`src/rtl/avalon_panel_io_if.sv`:
```
// Avalon-MM slave bus bundle for avalon_panel_io: word address, strobes and 32-bit data.
// The readdata return path is registered inside the slave with a fixed read latency of 1.
interface avalon_panel_io_if;
  logic [3:0]  avs_address;
  logic        avs_read;
  logic        avs_write;
  logic [31:0] avs_writedata;
  logic [31:0] avs_readdata;

  modport master (
    output avs_address, avs_read, avs_write, avs_writedata,
    input  avs_readdata
  );

  modport slave (
    input  avs_address, avs_read, avs_write, avs_writedata,
    output avs_readdata
  );
endinterface

```
`src/rtl/avalon_panel_io.sv`:
```
// Panel I/O Avalon-MM slave: synchronised switches, debounced keys with press capture and irq, LEDs, HEX.
// Define AVALON_PANEL_HEX_DECODE_EN to store 5-bit {blank, nibble} HEX codes and decode them to segments.
module avalon_panel_io #(
  parameter int N_SW            = 10,
  parameter int N_KEY           = 4,
  parameter int N_LED           = 10,
  parameter int N_HEX           = 6,
  parameter int DEBOUNCE_CYCLES = 500000
) (
  input  logic               clk,
  input  logic               reset,
  avalon_panel_io_if.slave   avs,
  output logic               irq,
  input  logic [N_SW-1:0]    switches_export,
  input  logic [N_KEY-1:0]   pushbuttons_export,
  output logic [N_LED-1:0]   rled_export,
  output logic [7*N_HEX-1:0] hex_export
);

  localparam int CW = (DEBOUNCE_CYCLES > 1) ? $clog2(DEBOUNCE_CYCLES) : 1;
  localparam logic [CW-1:0] CNT_MAX = CW'(DEBOUNCE_CYCLES - 1);

`ifdef AVALON_PANEL_HEX_DECODE_EN
  localparam int HW = 5;
  localparam logic [HW-1:0] HEX_RST = 5'h10;
`else
  localparam int HW = 7;
  localparam logic [HW-1:0] HEX_RST = 7'h7F;
`endif

  logic [N_SW-1:0]  sw_meta, sw_sync;
  logic [N_KEY-1:0] key_meta, key_sync;
  logic [N_KEY-1:0] stable, stable_next, press;
  logic [CW-1:0]    cnt      [N_KEY];
  logic [CW-1:0]    cnt_next [N_KEY];
  logic [N_KEY-1:0] edge_reg, mask_reg;
  logic [N_LED-1:0] led_reg;
  logic [HW-1:0]    hex_reg  [N_HEX];
  logic [31:0]      rd_mux;
  logic             wr_edge, wr_mask, wr_led;
  logic             unused_wdata;

  assign unused_wdata = ^avs.avs_writedata;

  always_ff @(posedge clk) begin
    if (reset) begin
      sw_meta  <= '0;
      sw_sync  <= '0;
      key_meta <= '1;
      key_sync <= '1;
    end else begin
      sw_meta  <= switches_export;
      sw_sync  <= sw_meta;
      key_meta <= pushbuttons_export;
      key_sync <= key_meta;
    end
  end

  // A key is accepted only after it has differed from the accepted level for DEBOUNCE_CYCLES cycles.
  always_comb begin
    for (int i = 0; i < N_KEY; i++) begin
      cnt_next[i]    = '0;
      stable_next[i] = stable[i];
      if (key_sync[i] != stable[i]) begin
        if (cnt[i] == CNT_MAX) begin
          stable_next[i] = key_sync[i];
        end else begin
          cnt_next[i] = cnt[i] + 1'b1;
        end
      end
    end
  end

  assign press = stable & ~stable_next;

  always_ff @(posedge clk) begin
    if (reset) begin
      stable <= '1;
      for (int i = 0; i < N_KEY; i++) cnt[i] <= '0;
    end else begin
      stable <= stable_next;
      for (int i = 0; i < N_KEY; i++) cnt[i] <= cnt_next[i];
    end
  end

  assign wr_edge = avs.avs_write && (avs.avs_address == 4'd2);
  assign wr_mask = avs.avs_write && (avs.avs_address == 4'd3);
  assign wr_led  = avs.avs_write && (avs.avs_address == 4'd4);

  // A press landing in the same cycle as a W1C clear must survive, so the set is OR-ed in last.
  always_ff @(posedge clk) begin
    if (reset) begin
      edge_reg <= '0;
      mask_reg <= '0;
      led_reg  <= '0;
      irq      <= 1'b0;
      for (int i = 0; i < N_HEX; i++) hex_reg[i] <= HEX_RST;
    end else begin
      edge_reg <= (edge_reg & ~(wr_edge ? avs.avs_writedata[N_KEY-1:0] : '0)) | press;
      irq      <= |(edge_reg & mask_reg);
      if (wr_mask) mask_reg <= avs.avs_writedata[N_KEY-1:0];
      if (wr_led)  led_reg  <= avs.avs_writedata[N_LED-1:0];
      for (int i = 0; i < N_HEX; i++) begin
        if (avs.avs_write && (avs.avs_address == 4'(8 + i))) begin
          hex_reg[i] <= avs.avs_writedata[HW-1:0];
        end
      end
    end
  end

  always_comb begin
    rd_mux = '0;
    case (avs.avs_address)
      4'd0: rd_mux[N_SW-1:0]  = sw_sync;
      4'd1: rd_mux[N_KEY-1:0] = ~stable;
      4'd2: rd_mux[N_KEY-1:0] = edge_reg;
      4'd3: rd_mux[N_KEY-1:0] = mask_reg;
      4'd4: rd_mux[N_LED-1:0] = led_reg;
      default: begin
        for (int i = 0; i < N_HEX; i++) begin
          if (avs.avs_address == 4'(8 + i)) rd_mux[HW-1:0] = hex_reg[i];
        end
      end
    endcase
  end

  // Read data is sampled from pre-write register values, so a same-cycle write is not visible yet.
  always_ff @(posedge clk) begin
    if (reset) begin
      avs.avs_readdata <= '0;
    end else if (avs.avs_read) begin
      avs.avs_readdata <= rd_mux;
    end
  end

  assign rled_export = led_reg;

`ifdef AVALON_PANEL_HEX_DECODE_EN
  function automatic logic [6:0] seg_decode(input logic [3:0] v);
    logic [6:0] s;
    case (v)
      4'h0: s = 7'h40; 4'h1: s = 7'h79; 4'h2: s = 7'h24; 4'h3: s = 7'h30;
      4'h4: s = 7'h19; 4'h5: s = 7'h12; 4'h6: s = 7'h02; 4'h7: s = 7'h78;
      4'h8: s = 7'h00; 4'h9: s = 7'h10; 4'hA: s = 7'h08; 4'hB: s = 7'h03;
      4'hC: s = 7'h46; 4'hD: s = 7'h21; 4'hE: s = 7'h06; default: s = 7'h0E;
    endcase
    return s;
  endfunction
`endif

  for (genvar g = 0; g < N_HEX; g++) begin : g_hex
`ifdef AVALON_PANEL_HEX_DECODE_EN
    assign hex_export[7*g +: 7] = hex_reg[g][4] ? 7'h7F : seg_decode(hex_reg[g][3:0]);
`else
    assign hex_export[7*g +: 7] = hex_reg[g];
`endif
  end

endmodule

```
`src/flat_wrapper.sv`:
```
// flat-port wrapper written by rule: the top's interface ports become plain ports
module avalon_panel_io_flat 
#(
  parameter int N_SW            = 10,
  parameter int N_KEY           = 4,
  parameter int N_LED           = 10,
  parameter int N_HEX           = 6,
  parameter int DEBOUNCE_CYCLES = 500000
)
  (clk, reset, irq, switches_export, pushbuttons_export, rled_export, hex_export, avs_avs_address, avs_avs_read, avs_avs_write, avs_avs_writedata, avs_avs_readdata);
  avalon_panel_io_if avs_i ();
  input  logic clk;
  input  logic reset;
  output logic irq;
  input  logic [N_SW-1:0] switches_export;
  input  logic [N_KEY-1:0] pushbuttons_export;
  output logic [N_LED-1:0] rled_export;
  output logic [7*N_HEX-1:0] hex_export;
  input wire logic [$bits(avs_i.avs_address)-1:0] avs_avs_address;
  input wire logic [$bits(avs_i.avs_read)-1:0] avs_avs_read;
  input wire logic [$bits(avs_i.avs_write)-1:0] avs_avs_write;
  input wire logic [$bits(avs_i.avs_writedata)-1:0] avs_avs_writedata;
  output wire logic [$bits(avs_i.avs_readdata)-1:0] avs_avs_readdata;
  assign avs_i.avs_address = avs_avs_address;
  assign avs_i.avs_read = avs_avs_read;
  assign avs_i.avs_write = avs_avs_write;
  assign avs_i.avs_writedata = avs_avs_writedata;
  assign avs_avs_readdata = avs_i.avs_readdata;
  avalon_panel_io #(.N_SW(N_SW), .N_KEY(N_KEY), .N_LED(N_LED), .N_HEX(N_HEX), .DEBOUNCE_CYCLES(DEBOUNCE_CYCLES)) u_core (.clk(clk), .reset(reset), .avs(avs_i), .irq(irq), .switches_export(switches_export), .pushbuttons_export(pushbuttons_export), .rled_export(rled_export), .hex_export(hex_export));
endmodule
```
`config.mk`:
```
export PLATFORM = sky130hd
export DESIGN_NAME = avalon_panel_io_flat
export DESIGN_NICKNAME = d
export VERILOG_FILES = /design/src/rtl/avalon_panel_io_if.sv /design/src/rtl/avalon_panel_io.sv /design/src/flat_wrapper.sv
export SDC_FILE = /design/constraint.sdc
export NUM_CORES = 1
export LEC_CHECK = 0
export BUFFER_PORTS_ARGS = -buffer_cell sky130_fd_sc_hd__buf_2
export CORE_UTILIZATION = 50
export DETAILED_ROUTE_END_ITERATION = 10
export GPL_ROUTABILITY_DRIVEN = 0
export PLACE_DENSITY = 0.75
export SYNTH_ARGS = -nofsm -noshare
export SYNTH_HDL_FRONTEND = slang
export SYNTH_SLANG_ARGS = --single-unit
```
`constraint.sdc`:
```
create_clock -name clk -period 2.14 [get_ports clk]
set_input_delay 0.428 -clock clk [delete_from_list [all_inputs] [get_ports clk]]
set_output_delay 0.428 -clock clk [all_outputs]
set_load 0.005 [all_outputs]
```
# == Yosys cells after proc, flatten, opt, wreduce, memory -nomap -nowiden ==
# Memory sizes are Yosys's and may differ from the RTL's.
# Cells that the tools add are included.
# classes
muxes,57
bitwise,17
n_reduce_logical,12
n_addsub,4
eq_ne,18
# op_table
operator,n
$mux W19,12
$mux W7,12
$add A19 B1 Y19 const B,4
$eq A19 B19 Y1 const B,4
$mux W1,29
$eq A4 B4 Y1 const B,6
$pmux W4 S5,1
$and A4 B4 Y4,3
$not A4 Y4,3
$or A1 B1 Y1,10
$logic_and A1 B1 Y1,9
$pmux W3 S3,1
$eq A4 B2 Y1 const B,2
$pmux W3 S2,1
$eq A4 B1 Y1 const B,1
$eq A4 B3 Y1 const B,1
$logic_not A4 Y1,1
$mux W4,1
$ne A1 B1 Y1,4
$or A4 B4 Y4,1
$reduce_or A4 Y1,1
$reduce_or A3 Y1,1
# totals
ram_bits,118
output_inout_bits,85
n_memories,2
elab_cells,120
register_bits,61
inputBits,54
# memory_table
name,depth,word_bits,rd,rd_ports_with_merged_regs,write_ports,line_no,source
u_core.cnt,4,19,4,0,4,avalon_panel_io.sv:34,logic [CW-1:0] cnt [N_KEY];
u_core.hex_reg,6,7,6,0,6,avalon_panel_io.sv:38,logic [HW-1:0] hex_reg [N_HEX];

# == Longest topological paths before layout ==
# Gate-level depths: netlist of the first run.
# depth
ltp_word,8
ltp_mapped,7
mapped_depth_nobuf,5

# == Worst setup path after synthesis of the first run ==
# Ideal clock, no wire load.
# synth_timing
path_type,input to register
from,input avs_avs_address[0]
to,"memory u_core.hex_reg[3][0], enable pin"
stages,4
path_buffers,2
required_ns,1.759
path_slack_ns,0.103
setup_ns,0.381
arrival_time_ns,1.657
path_cell_list,buf_1 > buf_2 > nand2_1 > o21ai_0
# synth_rtl
item,line_no,source
"start, declared",flat_wrapper.sv:19,input wire logic [$bits(avs_i.avs_address)-1:0] avs_avs_address;
"end, declared",avalon_panel_io.sv:38,

==> metrics.md, run 1 <==
| Metric | Value |
|---|---|
| Final setup skew | `8.698 ps` |
| Sum of net half-perimeters after detailed placement | `12240 um` |
| Floorplan Core Area | `15310 um2` |
| Number of buffers inserted by port buffering | `94` |
| R2r startpoint | `u_core.cnt[0][25]$_SDFF_PP0_` |
| Worst setup path end | `u_core.cnt[0][36]$_SDFF_PP0_` |
| Max frequency | `506.7 MHz` |
| Overall power after layout | `7.053 mW` |
| Detail Route met2 WL | `8167 um` |
| Number of design rule violations left after detail routing | `0` |
| Static leakage | `3.399 nW` |
| M1 wire length | `7700 um` |
| Starting utilization of the core area | `51.42%` |
| PwrDens | `762.4 nW/um2` |
| Summed instance area of the synthesized netlist | `7875 um2` |
| Hold Vio Cnt, Final | `0` |
| Setup TNS Final | `0 ps` |
| Antenna diode count | `0` |
| Wire length of the first global-routing pass | `27490 um` |
| Number of synthesized flops with an enable pin | `42` |
| Post-cts sizing count | `0` |
| Pins over their slew limit | `0` |
| Critical setup path kind | `flip-flop to flip-flop` |
| Depth of the most critical reg-to-reg path | `4` |
| Final setup violation count | `0` |
| Main flop type after synthesis | `dfxtp_1` |
| Class of the tightest hold or removal check | `primary input to flip-flop` |
| Clock buffers created by TritonCTS | `17` |
| Uppermost routed layer | `met4` |
| Final worst-path cycle share | `92.22%` |
| Vias in the first global route | `5761` |
| Sequential fraction of the synthesis area | `50.84%` |
| Setup repair after global routing missed its margin | `no` |
| DR WL/cell | `14.86 um` |
| Total clock sinks | `179` |
| Synthesis-stage register bit count | `179` |
| Number of buffers added to fix hold violations after cts | `0` |
| Yosys top cell area share | `34.83%` |
| Result of the run | `complete, no violations` |
| Ports placed on the boundary | `139` |
| Vias per cell | `5.415` |
| Total routing resource utilization after global routing | `21.64%` |
| Number of distinct library cell variants in the gate-level netlist after synthesis | `58` |
| Area of the die | `16260 um2` |
| Width of the chip | `127.5 um` |
| Antenna violations before repair | `0` |
| Vias post-DR | `6254` |
| Data arrival time of the worst path | `2340 ps` |
| Fraction of registers with async set or reset after synthesis | `0%` |
| WHS | `171.2 ps` |
| Number of flip-flops in the largest register | `76` |
| Worst ir drop on vdd | `0.6102 mV` |
| Critical Path Fanout Max | `7` |
| Maximum count of clock buffers along a single path | `2` |
| Slew at the pin closest to its max-slew limit | `631.1 ps` |
| Post-synth top area cell | `dfxtp_1` |
| Count of standard-cell rows | `45` |
| Final antenna-violating net count | `0` |
| Number of warnings reported in the yosys synthesis log | `0` |
| Post-CTS setup repair buffer count | `0` |
| Share of layout cells above drive strength 1 | `20.87%` |
| Post-Synthesis Cells | `817` |
| Met3 wire length | `874 um` |
| Gr ovfl total | `0` |
| Synth Area per Inst | `9.639 um2` |
| Leading cell types by total area after synthesis | `dfxtp_1, edfxtp_1, nor2_1` |
| Required @ worst endpoint | `2510 ps` |
| Type of origin of the critical path | `flip-flop` |
| Starting DRC count in detailed routing | `464` |
| Endpoint class of the critical path | `flip-flop` |
| Relative slew margins | `57.54%` |
| Endpoint of the most critical register-to-register path | `u_core.cnt[0][36]$_SDFF_PP0_` |
| Clock Pin Slew Worst Setup and Hold Paths | `70 ps` |
| Number of iterations in the first detailed-routing pass | `5` |
| Layout overhead on the synthesized area | `17.48%` |
| Pin count of the biggest net entering global routing | `33` |
| Die height | `127.5 um` |
| Net total in the final layout | `989` |
| Final critical delay including setup and external delays | `1974 ps` |
| Register-to-register setup slack | `170 ps` |
| Maxcap violations | `0` |
| Clock latency on the worst-skew pair | `430 ps` |
| Buffer cell driving the clock tree root | `clkbuf_16` |
| H-tree Lvls | `4` |
| Clock tree from TritonCTS | `yes` |
| CP Launch Point | `u_core.cnt[0][25]$_SDFF_PP0_` |
| Post-Route WL | `17160 um` |
[cell families (layout without fill, tap and decap cells)]
kind of cell    after synthesis  after routing  synth area share, %
flops                       179            179                50.84
compound gates              111            111                8.548
other cells                   1             22              0.04762
mux                          36             36                4.941
fa+ha+maj                     4              4               0.6356
buf+inv                      80            186                4.957
xor+xnor                     51             51                5.672
simple gates                355            355                24.36
[cell usage after synthesis, types with 5 or more instances]
cell,n
edfxtp_1,42
o31ai_1,5
inv_1,23
buf_2,6
nor3_1,14
nor2b_1,26
nor4_1,15
nand3_1,40
nand2b_1,15
clkbuf_1,25
nand4_1,19
a21oi_1,34
o211ai_1,5
dfxtp_1,137
or4_1,6
o21ai_0,34
buf_4,22
and4_1,7
nor4b_1,5
xnor2_1,25
nand2_1,46
or3_1,24
xor2_1,26
mux2i_1,31
nor2_1,90
or2_2,19
o22ai_1,7
[layout by cell type, fill, tap and decap left out, types with 26 or more instances in the layout]
| cell type | instances |
|---|---|
| dfxtp_1 | 137 |
| buf_2 | 94 |
| nor2_1 | 90 |
| nand2_1 | 46 |
| edfxtp_1 | 42 |
| nand3_1 | 40 |
| buf_4 | 37 |
| a21oi_1 | 34 |
| o21ai_0 | 34 |
| mux2i_1 | 31 |
| nor2b_1 | 26 |
| xor2_1 | 26 |
[cell type report]
class	instances	area, um2
timing repair buffer	131	748.2
inverter	23	86.33
sequential	179	4004
clock buffer	17	425.4
clock inverter	15	163.9
tap	211	264.0
fill	1322	6063
multi-input combinational	579	3560
[metrics by stage]
step	setup WS (ps)	area, um2	std cells	util (%)
floorplan	102.7	7954	838	-
global placement	201.9	8662	1123	56.56
detailed placement	173.5	8662	1123	56.56
CTS	158.2	9251	1155	60.41
global route	32.04	9251	1155	60.41
finish	166.5	9251	1155	60.41
[where the power goes]
group          switching (mW)  internal (mW)  total, mW
logic                   0.233          0.166      0.398
registers              0.0488           3.54       3.59
clock network            1.41           1.65       3.06
[worst min-delay path by stage]
stage                                          endpoint                     startpoint  slack [ps]  cells past startpoint
after floorplan           u_core.key_sync[0]$_SDFF_PP1_  u_core.key_meta[0]$_SDFF_PP1_         390                      1
after global placement    u_core.key_sync[1]$_SDFF_PP1_  u_core.key_meta[1]$_SDFF_PP1_         400                      1
after detailed placement  u_core.key_sync[1]$_SDFF_PP1_  u_core.key_meta[1]$_SDFF_PP1_         400                      1
after CTS                 u_core.key_meta[0]$_SDFF_PP1_          pushbuttons_export[0]         150                      2
after global routing      u_core.key_meta[1]$_SDFF_PP1_          pushbuttons_export[1]         160                      2
final                     u_core.key_meta[0]$_SDFF_PP1_          pushbuttons_export[0]         170                      2
[worst max-delay path: stages (launching register included)]
cell	delay, ps
dfxtp_1	460
nand4_4	170
or4_1	620
or4_1	510
a21oi_1	140
[layer usage]
layer  track usage, %  up-vias
met5                0        -
met4            9.314        0
met3            4.983       36
met2            36.58      182
met1            26.45     2952
li1                 -     3084
Note: power is estimated with default switching activity, not from simulation.
==> run 2: changes to the inputs <==
Settings changed: PLACE_DENSITY 0.75 to 0.81.
==> run 2 against run 1 <==
Final cell count rose by 0.26%. Largest power group unchanged. First-iteration DRC count rose by 6.9%. Maximum frequency fell by 3.3%. Clock power fell by 5%. Largest cell class unchanged. Die area did not move. Critical path type unchanged. Register-to-register slack got worse by 70 ps. Combinational power rose by 3%.
==> metrics.md, run 2 (synthesis results as in run 1) <==
| Metric | Value |
|---|---|
| Class of the tightest hold or removal check | `primary input to flip-flop` |
| DR WL/cell | `15.09 um (+1.5%)` |
| Seq. cell area | `4004 um2 (unchanged)` |
| Post-cts sizing count | `0 (unchanged)` |
| Antenna diode count | `0 (unchanged)` |
| Antenna violations before repair | `0 (unchanged)` |
| Vias in the first global route | `5933 (+3.0%)` |
| Placement-stage worst setup slack | `149.9 ps (-23.66 ps)` |
| Data arrival time of the worst path | `2390 ps (+50 ps)` |
| Hold Vio Cnt, Final | `0 (unchanged)` |
| PwrDens | `746.6 nW/um2 (-2.1%)` |
| Leading cell type in the layout, fill and taps excluded | `dfxtp_1` |
| Width of the chip | `127.5 um (unchanged)` |
| Vias per cell | `5.465 (+0.92%)` |
| Maxcap violations | `0 (unchanged)` |
| Critical path buffers and inverters | `0 (unchanged)` |
| Number of design rule violations left after detail routing | `0 (unchanged)` |
| Final setup violation count | `0 (unchanged)` |
| Starting DRC count in detailed routing | `496 (+6.9%)` |
| Type of origin of the critical path | `flip-flop` |
| Total routing resource utilization after global routing | `22.13% (+0.49 points)` |
| Wire length of the first global-routing pass | `28480 um (+3.6%)` |
| Register-to-register setup slack | `100 ps (-70 ps)` |
| Max stage delay cell, worst path | `or4_1` |
| Relative slew margins | `65.92% (+8.4 points)` |
| Setup repair after global routing missed its margin | `no` |
| Total clock sinks | `179 (unchanged)` |
| Number of buffers inserted by port buffering | `94 (unchanged)` |
| Maximum count of clock buffers along a single path | `2 (unchanged)` |
| Ports placed on the boundary | `139 (unchanged)` |
| Gr ovfl total | `0 (unchanged)` |
| Static leakage | `3.412 nW (+0.39%)` |
| Most common cell on crit path | `or4_1` |
| Number of buffers added to fix hold violations after cts | `0 (unchanged)` |
| Final antenna-violating net count | `0 (unchanged)` |
| Net total in the final layout | `992 (+0.30%)` |
| Clock buffers created by TritonCTS | `17 (unchanged)` |
| R2r startpoint | `u_core.cnt[0][24]$_SDFF_PP0_` |
| Max frequency | `489.8 MHz (-3.3%)` |
| Area of the die | `16260 um2 (unchanged)` |
| Gate family responsible for the most delay along the worst path | `simple AND/OR/NAND/NOR gates` |
| Critical path cell sequence | `nand4_4 > or4_1 > or4_1 > a21oi_1` |
| Slack of the critical path | `98.50 ps (-67.97 ps)` |
| FILL cells | `1245 (-5.8%)` |
| Hold Crit Depth | `2 (unchanged)` |
| Clock Pin Slew Worst Setup and Hold Paths | `60 ps (about the same)` |
| Result of the run | `complete, no violations` |
| Critical setup path kind | `flip-flop to flip-flop` |
| Count of standard-cell rows | `45 (unchanged)` |
| Starting utilization of the core area | `51.42% (unchanged)` |
| Vias post-DR | `6328 (+1.2%)` |
| Worst ir drop on vdd | `0.5975 mV (-2.1%)` |
| Clock tree from TritonCTS | `yes` |
| Endpoint class of the critical path | `flip-flop` |
| Slew at the pin closest to its max-slew limit | `511.2 ps (-119.8 ps)` |
| H-tree Lvls | `4 (unchanged)` |
| Pin count of the biggest net entering global routing | `32 (-3.0%)` |
| Die height | `127.5 um (unchanged)` |
| Depth of the most critical reg-to-reg path | `4 (unchanged)` |
| Clock latency on the worst-skew pair | `430 ps (about the same)` |
| Number of iterations in the first detailed-routing pass | `5 (unchanged)` |
| Startpoint of the tightest hold check path | `pushbuttons_export[1]` |
| Setup TNS Final | `0 ps (unchanged)` |
| Endpoint of the most critical register-to-register path | `u_core.cnt[0][36]$_SDFF_PP0_` |
| Buffer cell driving the clock tree root | `clkbuf_16` |
| Required @ worst endpoint | `2490 ps (-20 ps)` |
| Share of layout cells above drive strength 1 | `21.01% (+0.15 points)` |
| Final worst-path cycle share | `95.40% (+3.2 points)` |
| Critical Path Max Stage Delay | `610 ps (about the same)` |
| Most used cells in the layout excluding fill and tap cells | `dfxtp_1, buf_2, nor2_1, nand2_1, edfxtp_1` |
| Layout overhead on the synthesized area | `17.57% (about the same)` |
| Sum of net half-perimeters after detailed placement | `12330 um (+0.68%)` |
| Hold EP | `u_core.key_meta[1]$_SDFF_PP1_` |
| Number of flip-flops in the largest register | `76 (unchanged)` |
| Final critical delay including setup and external delays | `2041 ps (+67.97 ps)` |
| Final setup skew | `7.569 ps (-1.129 ps)` |
| Post-CTS setup repair buffer count | `0 (unchanged)` |
| Pins over their slew limit | `0 (unchanged)` |
| Multi-input logic area | `3560 um2 (unchanged)` |
| Floorplan Core Area | `15310 um2 (unchanged)` |
| Critical Path Fanout Max | `7 (unchanged)` |
| Post-Route WL | `17470 um (+1.8%)` |
==> run 2: cell count changes in the layout (fill, tap and decap cells not counted), moves of 2 or more <==
cell,previous run,this run
clkinv_4,0,5
buf_4,37,39
clkinv_2,3,1
clkinv_8,2,0
inv_6,3,1
inv_8,4,2
==> run 2: area by class of cell <==
cell class,instances,share of cell area [%]
Clock buffer,19,4.784
Clock inverter,13,1.284
Inverter,23,0.9324
Multi-Input combinational cell,579,38.45
Sequential cell,179,43.24
Tap cell,211,2.851
Timing Repair Buffer,134,8.459
==> run 2: worst max path at each step <==
| stage | startpoint | to | slack, ps | cells past startpoint |
|---|---|---|---|---|
| floorplan | avs_avs_address[0] | u_core.hex_reg[3][0]$_SDFFCE_PN1P_ | 100 | 4 |
| global placement | u_core.cnt[0][24]$_SDFF_PP0_ | u_core.cnt[0][36]$_SDFF_PP0_ | 200 | 4 |
| detailed placement | u_core.cnt[0][24]$_SDFF_PP0_ | u_core.cnt[0][36]$_SDFF_PP0_ | 150 | 4 |
| CTS | u_core.cnt[0][24]$_SDFF_PP0_ | u_core.cnt[0][36]$_SDFF_PP0_ | 110 | 4 |
| global route | u_core.cnt[0][39]$_SDFF_PP0_ | u_core.edge_reg[2]$_SDFF_PP0_ | 30 | 5 |
| finish | u_core.cnt[0][24]$_SDFF_PP0_ | u_core.cnt[0][36]$_SDFF_PP0_ | 100 | 4 |
==> run 2: metrics by stage <==
step           hold WS [ps]  total power [mW]  instance area, um2  std cells  utilization (%)
2_1_floorplan         389.5             3.894                7954        838                -
3_3_place_gp          403.9             4.061                8697       1126            56.79
3_5_place_dp          402.1             4.070                8697       1126            56.79
4_1_cts               175.3             6.948                9259       1158            60.46
5_1_grt               193.7             7.131                9259       1158            60.46
6_report              180.7             6.913                9259       1158            60.46
==> run 2: metal layers <==
layer	GRT usage (%)	vias up	share of wire [%]
li1	-	3101	-
met5	0	-	0
met3	3.936	33	5.1
met4	9.034	0	2.4
met2	38.38	204	49
met1	27.15	2990	44
==> run 2: worst register-to-register path, stage by stage, from the launching register on <==
cell and delay, ps:
dfxtp_1 500, nand4_4 180, or4_1 620, or4_1 500, a21oi_1 170
==> run 2: where the power goes <==
group          switching, mW  internal (mW)  total, mW
Sequential            0.0479           3.54       3.59
Clock                   1.32           1.60       2.91
Combinational          0.239          0.171      0.410
Total                   1.60           5.31       6.91
